[src/rtl/gmii_rx_mac.sv]
// GMII receive MAC: strips preamble/SFD, filters on destination address,
// delays the byte stream by five bytes so the FCS never reaches the user,
// and reports frame status (CRC, runt, oversize) alongside the last byte.
module gmii_rx_mac #(
   parameter logic [47:0] BOARD_MAC = 48'h00_11_22_33_44_55
) (
   input  logic       gmii_rx_clk,
   input  logic       rst,
   input  logic       gmii_rx_dv,
   input  logic [7:0] gmii_rxd,
   output logic [7:0] rx_data,
   output logic       rx_valid,
   output logic       rx_sop,
   output logic       rx_eop,
   output logic       rx_frame_ok,
   output logic [1:0] rx_err_code
);

   localparam logic [31:0] CRC_INIT    = 32'hFFFF_FFFF;
   localparam logic [31:0] CRC_RESIDUE = 32'hDEBB_20E3;
   localparam logic [10:0] MIN_LEN     = 11'd64;
   localparam logic [10:0] MAX_LEN     = 11'd1518;
   localparam logic [10:0] HDR_LAST    = 11'd5;

   typedef enum logic [1:0] {IDLE, PREAMBLE, DATA, DROP} state_t;

   state_t      state, state_nx;
   logic [3:0]  pre_cnt, pre_cnt_nx;
   logic [10:0] byte_cnt, byte_cnt_nx;
   logic [31:0] crc, crc_nx;

   logic [7:0]  data_nx;
   logic        valid_nx, sop_nx, eop_nx, ok_nx;
   logic [1:0]  err_nx;

   // five-byte delay line; sh_p4 is the oldest byte
   logic [7:0]  sh_p0, sh_p1, sh_p2, sh_p3, sh_p4;
   logic        shift_en;
   logic [47:0] dest;
   logic        dest_match;

   // Reflected CRC-32 update over one byte, LSB first.
   function automatic logic [31:0] crc32_byte(input logic [31:0] c_in, input logic [7:0] d);
      logic [31:0] c;
      c = c_in ^ {24'd0, d};
      for (int i = 0; i < 8; i++)
         c = c[0] ? ((c >> 1) ^ 32'hEDB8_8320) : (c >> 1);
      return c;
   endfunction

   // Byte counter saturates rather than wrapping on jumbo/garbage frames.
   function automatic logic [10:0] sat_inc(input logic [10:0] c);
      return (c == 11'h7FF) ? c : c + 11'd1;
   endfunction

   // Status priority: runt, then oversize, then CRC.
   function automatic logic [1:0] frame_status(input logic [10:0] len, input logic [31:0] c);
      if (len < MIN_LEN)          return 2'd2;
      else if (len > MAX_LEN)     return 2'd3;
      else if (c != CRC_RESIDUE)  return 2'd1;
      else                        return 2'd0;
   endfunction

   assign shift_en   = (state == DATA) && gmii_rx_dv;
   // bytes 0..4 sit in the delay line when byte 5 arrives on gmii_rxd
   assign dest       = {sh_p4, sh_p3, sh_p2, sh_p1, sh_p0, gmii_rxd};
   assign dest_match = (dest == BOARD_MAC) || (dest == 48'hFFFF_FFFF_FFFF);

   // Next-state, counters, CRC and the next output word.
   always_comb begin
      state_nx    = state;
      pre_cnt_nx  = pre_cnt;
      byte_cnt_nx = byte_cnt;
      crc_nx      = crc;
      data_nx     = rx_data;
      valid_nx    = 1'b0;
      sop_nx      = 1'b0;
      eop_nx      = 1'b0;
      ok_nx       = 1'b0;
      err_nx      = 2'd0;
      case (state)
         IDLE: begin
            crc_nx      = CRC_INIT;
            byte_cnt_nx = 11'd0;
            if (gmii_rx_dv) begin
               if (gmii_rxd == 8'h55) begin
                  state_nx   = PREAMBLE;
                  pre_cnt_nx = 4'd1;
               end else begin
                  state_nx = DROP;
               end
            end
         end
         PREAMBLE: begin
            crc_nx      = CRC_INIT;
            byte_cnt_nx = 11'd0;
            if (!gmii_rx_dv) begin
               state_nx = IDLE;
            end else if (gmii_rxd == 8'h55) begin
               pre_cnt_nx = (pre_cnt == 4'hF) ? pre_cnt : pre_cnt + 4'd1;
            end else if (gmii_rxd == 8'hD5 && pre_cnt >= 4'd1 && pre_cnt <= 4'd7) begin
               state_nx = DATA;
            end else begin
               state_nx = DROP;
            end
         end
         DATA: begin
            if (gmii_rx_dv) begin
               crc_nx      = crc32_byte(crc, gmii_rxd);
               byte_cnt_nx = sat_inc(byte_cnt);
               if (byte_cnt == HDR_LAST) begin
                  if (dest_match) begin
                     valid_nx = 1'b1;
                     sop_nx   = 1'b1;
                     data_nx  = sh_p4;
                  end else begin
                     state_nx = DROP;
                  end
               end else if (byte_cnt > HDR_LAST) begin
                  valid_nx = 1'b1;
                  data_nx  = sh_p4;
               end
            end else begin
               // frames shorter than the address field vanish silently
               state_nx = IDLE;
               if (byte_cnt > HDR_LAST) begin
                  valid_nx = 1'b1;
                  eop_nx   = 1'b1;
                  data_nx  = sh_p4;
                  err_nx   = frame_status(byte_cnt, crc);
                  ok_nx    = (err_nx == 2'd0);
               end
            end
         end
         DROP: begin
            crc_nx      = CRC_INIT;
            byte_cnt_nx = 11'd0;
            if (!gmii_rx_dv) state_nx = IDLE;
         end
         default: state_nx = DROP;
      endcase
   end

   // Control state and registered outputs; reset parks the FSM in DROP.
   always_ff @(posedge gmii_rx_clk) begin
      if (rst) begin
         state       <= DROP;
         pre_cnt     <= 4'd0;
         byte_cnt    <= 11'd0;
         crc         <= CRC_INIT;
         rx_data     <= 8'd0;
         rx_valid    <= 1'b0;
         rx_sop      <= 1'b0;
         rx_eop      <= 1'b0;
         rx_frame_ok <= 1'b0;
         rx_err_code <= 2'd0;
      end else begin
         state       <= state_nx;
         pre_cnt     <= pre_cnt_nx;
         byte_cnt    <= byte_cnt_nx;
         crc         <= crc_nx;
         rx_data     <= data_nx;
         rx_valid    <= valid_nx;
         rx_sop      <= sop_nx;
         rx_eop      <= eop_nx;
         rx_frame_ok <= ok_nx;
         rx_err_code <= err_nx;
      end
   end

   // Delay line p0 -> p4; validity is tracked by byte_cnt, so no reset here.
   always_ff @(posedge gmii_rx_clk) begin
      if (shift_en) begin
         sh_p0 <= gmii_rxd;
         sh_p1 <= sh_p0;
         sh_p2 <= sh_p1;
         sh_p3 <= sh_p2;
         sh_p4 <= sh_p3;
      end
   end

endmodule

[config.mk]
export PLATFORM = sky130hd
export DESIGN_NAME = gmii_rx_mac
export DESIGN_NICKNAME = d
export VERILOG_FILES = /design/src/rtl/gmii_rx_mac.sv
export SDC_FILE = /design/constraint.sdc
export NUM_CORES = 1
export LEC_CHECK = 0
export BUFFER_PORTS_ARGS = -buffer_cell sky130_fd_sc_hd__buf_4
export CAP_MARGIN = 20
export CORE_ASPECT_RATIO = 1.75
export CORE_MARGIN = 2
export CORE_UTILIZATION = 28
export DETAILED_ROUTE_END_ITERATION = 8
export GPL_TIMING_DRIVEN = 0
export SYNTH_ARGS = -nofsm -noshare
export SYNTH_HDL_FRONTEND = slang
export SYNTH_SLANG_ARGS = --single-unit
[constraint.sdc]
create_clock -name gmii_rx_clk -period 5.9 [get_ports gmii_rx_clk]
set_input_delay 1.18 -clock gmii_rx_clk [delete_from_list [all_inputs] [get_ports gmii_rx_clk]]
set_output_delay 1.18 -clock gmii_rx_clk [all_outputs]
set_load 0.005 [all_outputs]
Word level (Yosys, flattened, before mapping)
Index checks and enable logic that the tools add are counted.

Register bits: 103. Input bits: 11. Output and inout port bits: 14. Logic and storage cells: 117.

Add/subtract/negate cells: 2. Magnitude comparators: 5. Equal/unequal tests: 23. Multiplexer cells: 43. Bitwise gates (word level): 13. Reduce and logical (&&, ||, !) cells: 16.

Operators by type and width (count): $mux W32 (9); $not A13 Y14 (8); $pmux W32 S2 (1); $eq A48 B37 Y1 const B (1); $eq A48 B48 Y1 const B (1); $mux W8 (4); $ne A32 B32 Y1 const B (1); $xor A32 B8 Y32 (1); $mux W2 (13); $mux W11 (2); $pmux W11 S2 (1); $mux W4 (5); $ne A2 B2 Y1 const B (8); $add A11 B1 Y11 const B (1); $eq A11 B11 Y1 const B (1); $eq A11 B3 Y1 const B (1); $gt A11 B11 Y1 const B (1); $gt A11 B3 Y1 const B (1); $lt A11 B7 Y1 const B (1); $ne A3 B3 Y1 const B (3); $eq A8 B7 Y1 const B (1); $eq A8 B8 Y1 const B (1); $pmux W2 S4 (1); $pmux W4 S2 (1); other kinds (19) (34).

Logic depth before layout (Yosys ltp)
Gate-level depths: netlist (run 1).

Word-level depth: 19. Depth in mapped cells: 7. Depth with buffers taken out: 7.

Worst setup path before layout (run 1)
No wires, ideal clock.

Path kind: input to register. Start point: in gmii_rx_dv. End point: reg sh_p0[0] (enable). Library setup time: 437 ps. Data arrival time: 3155 ps. Data required time: 5463 ps. Path slack: 2307 ps. Stages on the path: 3. Path buffers: 1. Cells stage by stage: inv_1 > clkbuf_1 > nor2_1.

Cells in the longest elaborated chain, start to end: 1.

RTL lines: start: declaration (line 9) `input logic gmii_rx_dv,`; $logic_and A1 B1 Y1 (line 64) `assign shift_en = (state == DATA) && gmii_rx_dv;`; named net shift_en (line 38) `logic shift_en;`; end signal: assignment (line 174) `sh_p0 <= gmii_rxd;`; end: declaration (line 37) `logic [7:0] sh_p0, sh_p1, sh_p2, sh_p3, sh_p4;`.

The timed path passes the listed nets, and every way through them passes these cells. A chain may end at the register's enable or synchronous reset.

Worst setup path after layout (run 1)
Start point: in gmii_rxd[4]. End point: reg crc[21].

Cells in the longest elaborated chain, start to end: 13.

RTL lines: start: declaration (line 10) `input logic [7:0] gmii_rxd,`; $xor A32 B8 Y32 * (line 45) `c = c_in ^ {24'd0, d};`; $mux W32 * (5 in a row) (line 47) `c = c[0] ? ((c >> 1) ^ 32'hEDB8_8320) : (c >> 1);`; $not A13 Y14 (no line); $mux W32 * (2 in a row) (line 47); $not A13 Y14 (no line); $mux W32 * (line 47); $mux W32 * (line 108) `if (gmii_rx_dv) begin`; $pmux W32 S2 * (line 81) `case (state)`; end signal: assignment (line 161) `crc <= crc_nx;`; end: declaration (line 30) `logic [31:0] crc, crc_nx;`.

Mark *: on every way between the ends. The rest lies on a longest branch, timed or not. The select of a mux whose other input is x is not followed.

==> results.cfg, run 1 <==
[global_routing]
grt_antenna_before_repair = 0
grt_first_pass_wirelength_mm = 17.91
grt_start_max_net_pins = 26
first_global_vias = 3503
gr-total-overflow = 0
grt_usage = 0.1308

[place]
port_buffers = 24
dp_hpwl_mm = 8.622
finalWeightedCongestion = 0.9544

[synthesis]
synth_area_leader_cell = dfxtp_1
synthDistinctLibCells = 49
yosys_register_bits = 103
fraction_of_synthesized_cell_area_taken_by_the_top_area_cell_type = 0.2657
yosysWarningCount = 0
synth_nets = 461
postSynth.asyncResetShare = 0
syn-mean-instance-area_um2 = 10.67
leading_cell_types_by_total_area_after_synthesis = dfxtp_1 (27%), edfxtp_1 (25%), xnor2_1 (8.1%)
synth_sequential_area_ratio = 0.5187
most_used_dff_post_synth = dfxtp_1
edff_count_synth = 40
yosys.cell_count.top_type = dfxtp_1
netlist_area_um2 = 4747
synth.cells.most_frequent = dfxtp_1 (63), nand2_1 (44), nor2_1 (44), xnor2_1 (44), edfxtp_1 (40)
instance_count_of_the_mapped_netlist = 445

[cells_and_area]
diodes = 0
nets = 497
areaGrowthSynthToFinish_pct = 16.55
layout-drive-gt1-share = 0.1091

[sta]
timing.clock.skew_ns = 0.007765
setup_viol = 0
finalMaxSlewViolations = 0
rsz_0062_raised_after_global_routing = false
maxSlewHeadroom = 0.4003
timing.final.hold_violations = 0
fmax_mhz = 334.3
post-route-min-period_ns = 2.991
final_min_period_over_clock_period = 0.5070
tightestPinTransition_ns = 0.8932
fin_tns_setup_ns = 0

[power_and_ir_drop]
p_int_uw = 1161
switching_share = 0.2715
vdd.ir_drop.worst_mv = 0.1401
power_leakage_uw = 0.001847
switching_power_uw = 432.8
p_clk_frac = 0.362
power.share.sequential = 0.486
p_comb_frac = 0.152
power.density_nw_per_um2 = 288.1
total_power_uw = 1594

[routing]
drtAntennaViolNets = 0
1st_pass_router_iterations = 4
drt_wl_total_mm = 11.17
wl_per_cell_um = 15.67
post_drt_via_cell_ratio = 4.689
vias = 3343
initialDrtViolationCount = 185
remaining_drc_errors = 0

[clocking]
clkSlewWorstSetupHoldPaths_ns = 0.08
clkLatencyLatePin_ns = 0.35
cts_tree = yes
cts_resized = 0
cts-htree-levels = 3
cts_setup_buffers = 0
cts_buffers = 9
cts.sinks = 103
cts-root-to-sink-buffers = 2
holdBufCountCts = 0
cts.root.buffer_cell = clkbuf_16

[critical_path]
crit_path_max_fanout = 6
data_arrival_time_of_the_critical_path_ns = 3.23
crit_type = input pin to register
timing.critical_path.required_ns = 6.14
critical_path.max_stage_delay_ns = 0.70
crit_chain = buf_4 > xnor2_1 > xnor2_1 > xnor2_1 > xnor2_1 > nor2_1 > a211o_1
critical_path.most_common_cell = xnor2_1
crit_start = gmii_rxd[4]
critPathLaunchType = input pin
cp_slowest_cell = xnor2_1
critical_path.endpoint_type = register
r2r-start = crc[4]

[floorplan]
dieWidth_um = 102.4
die_y_um = 176.2
die_area_um2 = 18050
coreArea_um2 = 16790
initial_core_util = 0.2827
io_pins = 25
row_count = 63

[flow_run]
maxCapViolCount = 0

[run_status]
run_status = finished, final reports clean

[min_path]
hold_path_startpoint = sh_p3[4]
worstHoldPathType = register to register
[kinds of logic (layout without fill, tap and decap cells)]
logic type               after synthesis  in the layout  synth area share
AND/OR/NAND/NOR                      171            171            0.1845
buffers and inverters                 25             66           0.02003
XOR/XNOR                              75             75            0.1716
adder cells (fa/ha/maj)                5              5           0.01318
multiplexers                           9              9           0.01898
flip-flops                           103            103            0.5187
AO/OA/AOI/OAI                         57             57           0.07301
[routing by layer]
metal  global-route usage  share of wire  vias to the layer above
met4              0.08389          0.050                        0
met2               0.2538           0.58                       74
met1               0.1226           0.35                     1592
met5                    0              0                        -
li1                     -              -                     1646
met3              0.01584          0.021                       31
[layout by cell type, fill, tap and decap left out, types with 7 or more instances in the layout]
cell type  Yosys  routed
inv_1         10      10
clkbuf_16      0       9
o21ai_0       22      22
edfxtp_1      40      40
clkbuf_1      11      11
nor4_1        14      14
nand2_1       44      44
a21oi_1        7       7
dfxtp_1       63      63
xnor2_1       44      44
o21ai_1       10      10
nand4_1       18      18
nor3_1         7       7
xor2_1        20      20
mux2i_1        9       9
nand2b_1      18      18
buf_4          0      24
nor2_1        44      43
[flip-flops by register name (all words and copies together) (netlist names), 4 cells and up]
| signal | count |
|---|---|
| crc | 32 |
| byte_cnt | 11 |
| rx_data | 8 |
| sh_p0 | 8 |
| sh_p1 | 8 |
| sh_p2 | 8 |
| sh_p3 | 8 |
| sh_p4 | 8 |
| pre_cnt | 4 |
[power groups by stage]
stage          Clock [uW]  Sequential [uW]  Combinational [uW]
6_report              576              775                 243
5_1_grt               622              776                 267
2_1_floorplan           0              784                 189
3_5_place_dp            0              791                 243
3_3_place_gp            0              791                 239
4_1_cts               592              774                 245
[metrics by stage]
step                      hold WS, ns  instances  worst slack, ns  area, um2  utilization
after floorplan                0.4260        445            2.307       4747            -
after detailed placement       0.4342        697            2.581       5246       0.3125
after CTS                      0.4544        713            2.945       5533       0.3295
after global placement         0.4331        696            1.343       5211       0.3104
final                          0.4568        713            2.909       5533       0.3295
after global routing           0.4639        713            2.869       5533       0.3295
[area by class of cell]
type | count | area, um2
Buffer | 15 | 57.56
Multi-Input combinational cell | 317 | 2197
Tap cell | 227 | 284.0
Timing Repair Buffer | 25 | 207.7
Clock buffer | 9 | 225.2
Clock inverter | 7 | 61.31
Sequential cell | 103 | 2462
Inverter | 10 | 37.54
Fill cell | 1656 | 11260
[worst max-delay path, delay by kind of cell]
kind                   cells  cell delay [ns]
buffers and inverters      1             0.13
AND/OR/NAND/NOR            1             0.06
XOR/XNOR                   4             1.65
AO/OA/AOI/OAI              1             0.22
[path summary, 6_finish.rpt]
kind	end	slack, ns	cells past startpoint
min reg2reg	sh_p4[4]	0.46	0
max reg2reg	crc[21]	3.47	6
max	crc[21]	2.91	7
min	sh_p4[4]	0.46	0
Power figures use the tool's default switching activity.
==> inputs of run 2 (changes only) <==
--- a/config.mk
+++ b/config.mk
@@ -5,6 +5,7 @@
 export SDC_FILE = /design/constraint.sdc
 export NUM_CORES = 1
 export LEC_CHECK = 0
+export ABC_AREA = 1
 export BUFFER_PORTS_ARGS = -buffer_cell sky130_fd_sc_hd__buf_4
 export CAP_MARGIN = 20
 export CORE_ASPECT_RATIO = 1.75
==> constraint.sdc (replaced) <==
create_clock -name gmii_rx_clk -period 2.95 [get_ports gmii_rx_clk]
set_input_delay 0.59 -clock gmii_rx_clk [delete_from_list [all_inputs] [get_ports gmii_rx_clk]]
set_output_delay 0.59 -clock gmii_rx_clk [all_outputs]
set_load 0.005 [all_outputs]
==> run 2 against run 1 <==
Via count grew 44%; global-route usage grew 1.2 points; setup slack lost 2.1 ns; non-clock buffer count grew 1; largest cell class is now multi-input combinational cells; total power grew to 2.6 times the previous value; register-to-register slack lost 2.7 ns.
==> results.cfg, run 2 <==
[power_and_ir_drop]
power_leakage_uw = 0.002854
p_clk_frac = 0.275
power.share.sequential = 0.419
vdd.ir_drop.worst_mv = 0.2924
switching_share = 0.3621
switching_power_uw = 1493
p_int_uw = 2630
p_comb_frac = 0.306
power.density_nw_per_um2 = 621.0

[cells_and_area]
postLayoutCellArea_um2 = 6639
largest_register_ffs = 32
layout_commonest_cell = nand2_1
nets = 792
most-common-layout-cells = nand2_1 (202), inv_1 (80), nor2_1 (69), dfxtp_1 (63), edfxtp_1 (40)
largest_register = crc
layout-drive-gt1-share = 0.1741
regs_by_ff_count = crc x32, byte_cnt x11
diodes = 0
areaGrowthSynthToFinish_pct = 13.38

[sta]
tightestPinTransition_ns = 0.6804
timing.clock.skew_ns = 0.009589
fmax_mhz = 462.4
finalMaxSlewViolations = 0
timing.final.hold_violations = 0
rsz_0062_raised_after_global_routing = false
fin_tns_setup_ns = 0
setup_viol = 0
post-route-min-period_ns = 2.163
final_min_period_over_clock_period = 0.7332
maxSlewHeadroom = 0.5453

[clocking]
clkSlewWorstSetupHoldPaths_ns = 0.07
cts_buffers = 9
holdBufCountCts = 0
cts_resized = 0
cts-root-to-sink-buffers = 2
cts_setup_buffers = 0
clkLatencyLatePin_ns = 0.35
cts.root.buffer_cell = clkbuf_16
cts.sinks = 103
cts_tree = yes
cts-htree-levels = 3

[critical_path]
crit_type = register to register
data_arrival_time_of_the_critical_path_ns = 2.45
rrSetupSlack_ns = 0.79
r2r.worst_path.cells = 9
cp.buffers_inverters = 4
timing.critical_path.max_delay_family = simple AND/OR/NAND/NOR gates
r2r-end = byte_cnt[0]
worst_setup_path_endpoint = byte_cnt[0]
crit_chain = inv_2 > nor2_4 > inv_2 > buf_6 > nor2_4 > inv_1 > nor2_1 > o21ai_0 > a21oi_1
r2r-start = state[1]
critical_path.endpoint_type = register
crit_cells = 9
timing.critical_path.required_ns = 3.23
cp_slowest_cell = nor2_4
crit_path_max_fanout = 22
critical_path.max_stage_delay_ns = 0.53
critPathLaunchType = register
crit_start = state[1]

[floorplan]
die_area_um2 = 22130
row_count = 70
coreArea_um2 = 20670
io_pins = 25
die_y_um = 195.3
initial_core_util = 0.2833
dieWidth_um = 113.3

[synthesis]
synth_nets = 758
fraction_of_synthesized_cell_area_taken_by_the_top_area_cell_type = 0.2154
instance_count_of_the_mapped_netlist = 742
yosys_register_bits = 103
synthDistinctLibCells = 48
synth.cells.most_frequent = nand2_1 (202), inv_1 (80), nor2_1 (69), dfxtp_1 (63), edfxtp_1 (40)
most_used_dff_post_synth = dfxtp_1
yosys.cell_count.top_type = nand2_1
yosysWarningCount = 0
synth_area_leader_cell = dfxtp_1
netlist_area_um2 = 5856
synth_sequential_area_ratio = 0.4205
edff_count_synth = 40
postSynth.asyncResetShare = 0
syn-mean-instance-area_um2 = 7.892
leading_cell_types_by_total_area_after_synthesis = dfxtp_1 (22%), edfxtp_1 (21%), nand2_1 (13%)

[routing]
drt_wl_total_mm = 15.26
drtAntennaViolNets = 0
wl_per_cell_um = 14.78
initialDrtViolationCount = 351
vias = 4798
post_drt_via_cell_ratio = 4.645
1st_pass_router_iterations = 4
remaining_drc_errors = 0

[run_status]
run_status = finished, final reports clean

[global_routing]
gr-total-overflow = 0
first_global_vias = 4769
grt_first_pass_wirelength_mm = 24.56
grt_antenna_before_repair = 0
grt_start_max_net_pins = 23
grt_usage = 0.1431

[flow_run]
maxCapViolCount = 0

[place]
finalWeightedCongestion = 0.8929
dp_hpwl_mm = 11.82
port_buffers = 22
placedInstanceArea_um2 = 6364

[min_path]
worstHoldPathType = register to register
run 2: cell count changes after synthesis, sizes merged, moves of 33 or more:
cell,previous run,this run
nor2,44,81
inv,10,94
a21oi,7,43
xnor2,54,17
nand3,3,36
nand2,44,230
run 2: routing by layer:
metal / wire (um) / part of all wire / up-vias / track usage
li1: - / - / 2466 / -
met4: 542 / 0.036 / 0 / 0.06685
met3: 433 / 0.028 / 31 / 0.02142
met5: 0 / 0 / - / 0
met2: 8493 / 0.56 / 86 / 0.2799
met1: 5794 / 0.38 / 2215 / 0.1444
run 2: worst register-to-register path, cell delays in order, from the launching register on:
cell and delay, ns:
dfxtp_1 0.41, inv_2 0.08, nor2_4 0.15, inv_2 0.08, buf_6 0.17, nor2_4 0.53, inv_1 0.25, nor2_1 0.22
o21ai_0 0.10, a21oi_1 0.12
run 2: how the worst min path moves through the flow:
stage,startpoint,end,slack (ns),cells after the start
after global placement,sh_p1[4],sh_p2[4],0.43,0
after detailed placement,sh_p1[5],sh_p2[5],0.44,0
after floorplan,sh_p1[0],sh_p2[0],0.43,0
after global routing,gmii_rxd[1],sh_p0[1],0.46,1
after CTS,sh_p1[5],sh_p2[5],0.45,0
final,sh_p1[5],sh_p2[5],0.46,0
run 2: final cells by class:
class,instances,area (um2)
multi-input combinational,527,2893
clock buffer,10,229.0
clock inverter,6,46.29
inverter,94,365.4
fill,2190,14030
tap,252,315.3
buffer,18,135.1
sequential,103,2462
timing repair buffer,23,192.7
run 2: through the flow:
step           std cells  setup WS (ns)  power (uW)    util  hold WS (ns)
2_1_floorplan        742         0.8609        2689       -        0.4262
3_3_place_gp        1016         0.3229        2992  0.3065        0.4301
3_5_place_dp        1017         0.7306        3018  0.3079        0.4356
4_1_cts             1033         0.7544        4155  0.3212        0.4537
5_1_grt             1033         0.5994        4375  0.3212        0.4581
6_report            1033         0.7872        4123  0.3212        0.4558
run 2: kinds of logic (layout without fill, tap and decap cells):
logic type,after synthesis,count (layout),share of synthesized area
adders and majority gates,5,5,0.01068
xor gates and xnor gates,40,40,0.06752
DFF,103,103,0.4205
and+or+nand+nor,375,375,0.3019
AOI/OAI and AO/OA,107,107,0.1139
buffers and inverters,112,151,0.08547
run 2: power groups by stage:
stage / registers [uW] / clock network [uW] / logic (uW)
6_report: 1730 / 1130 / 1260
2_1_floorplan: 1720 / 0 / 970
5_1_grt: 1740 / 1220 / 1410
4_1_cts: 1730 / 1160 / 1270
3_3_place_gp: 1760 / 0 / 1240
3_5_place_dp: 1760 / 0 / 1260
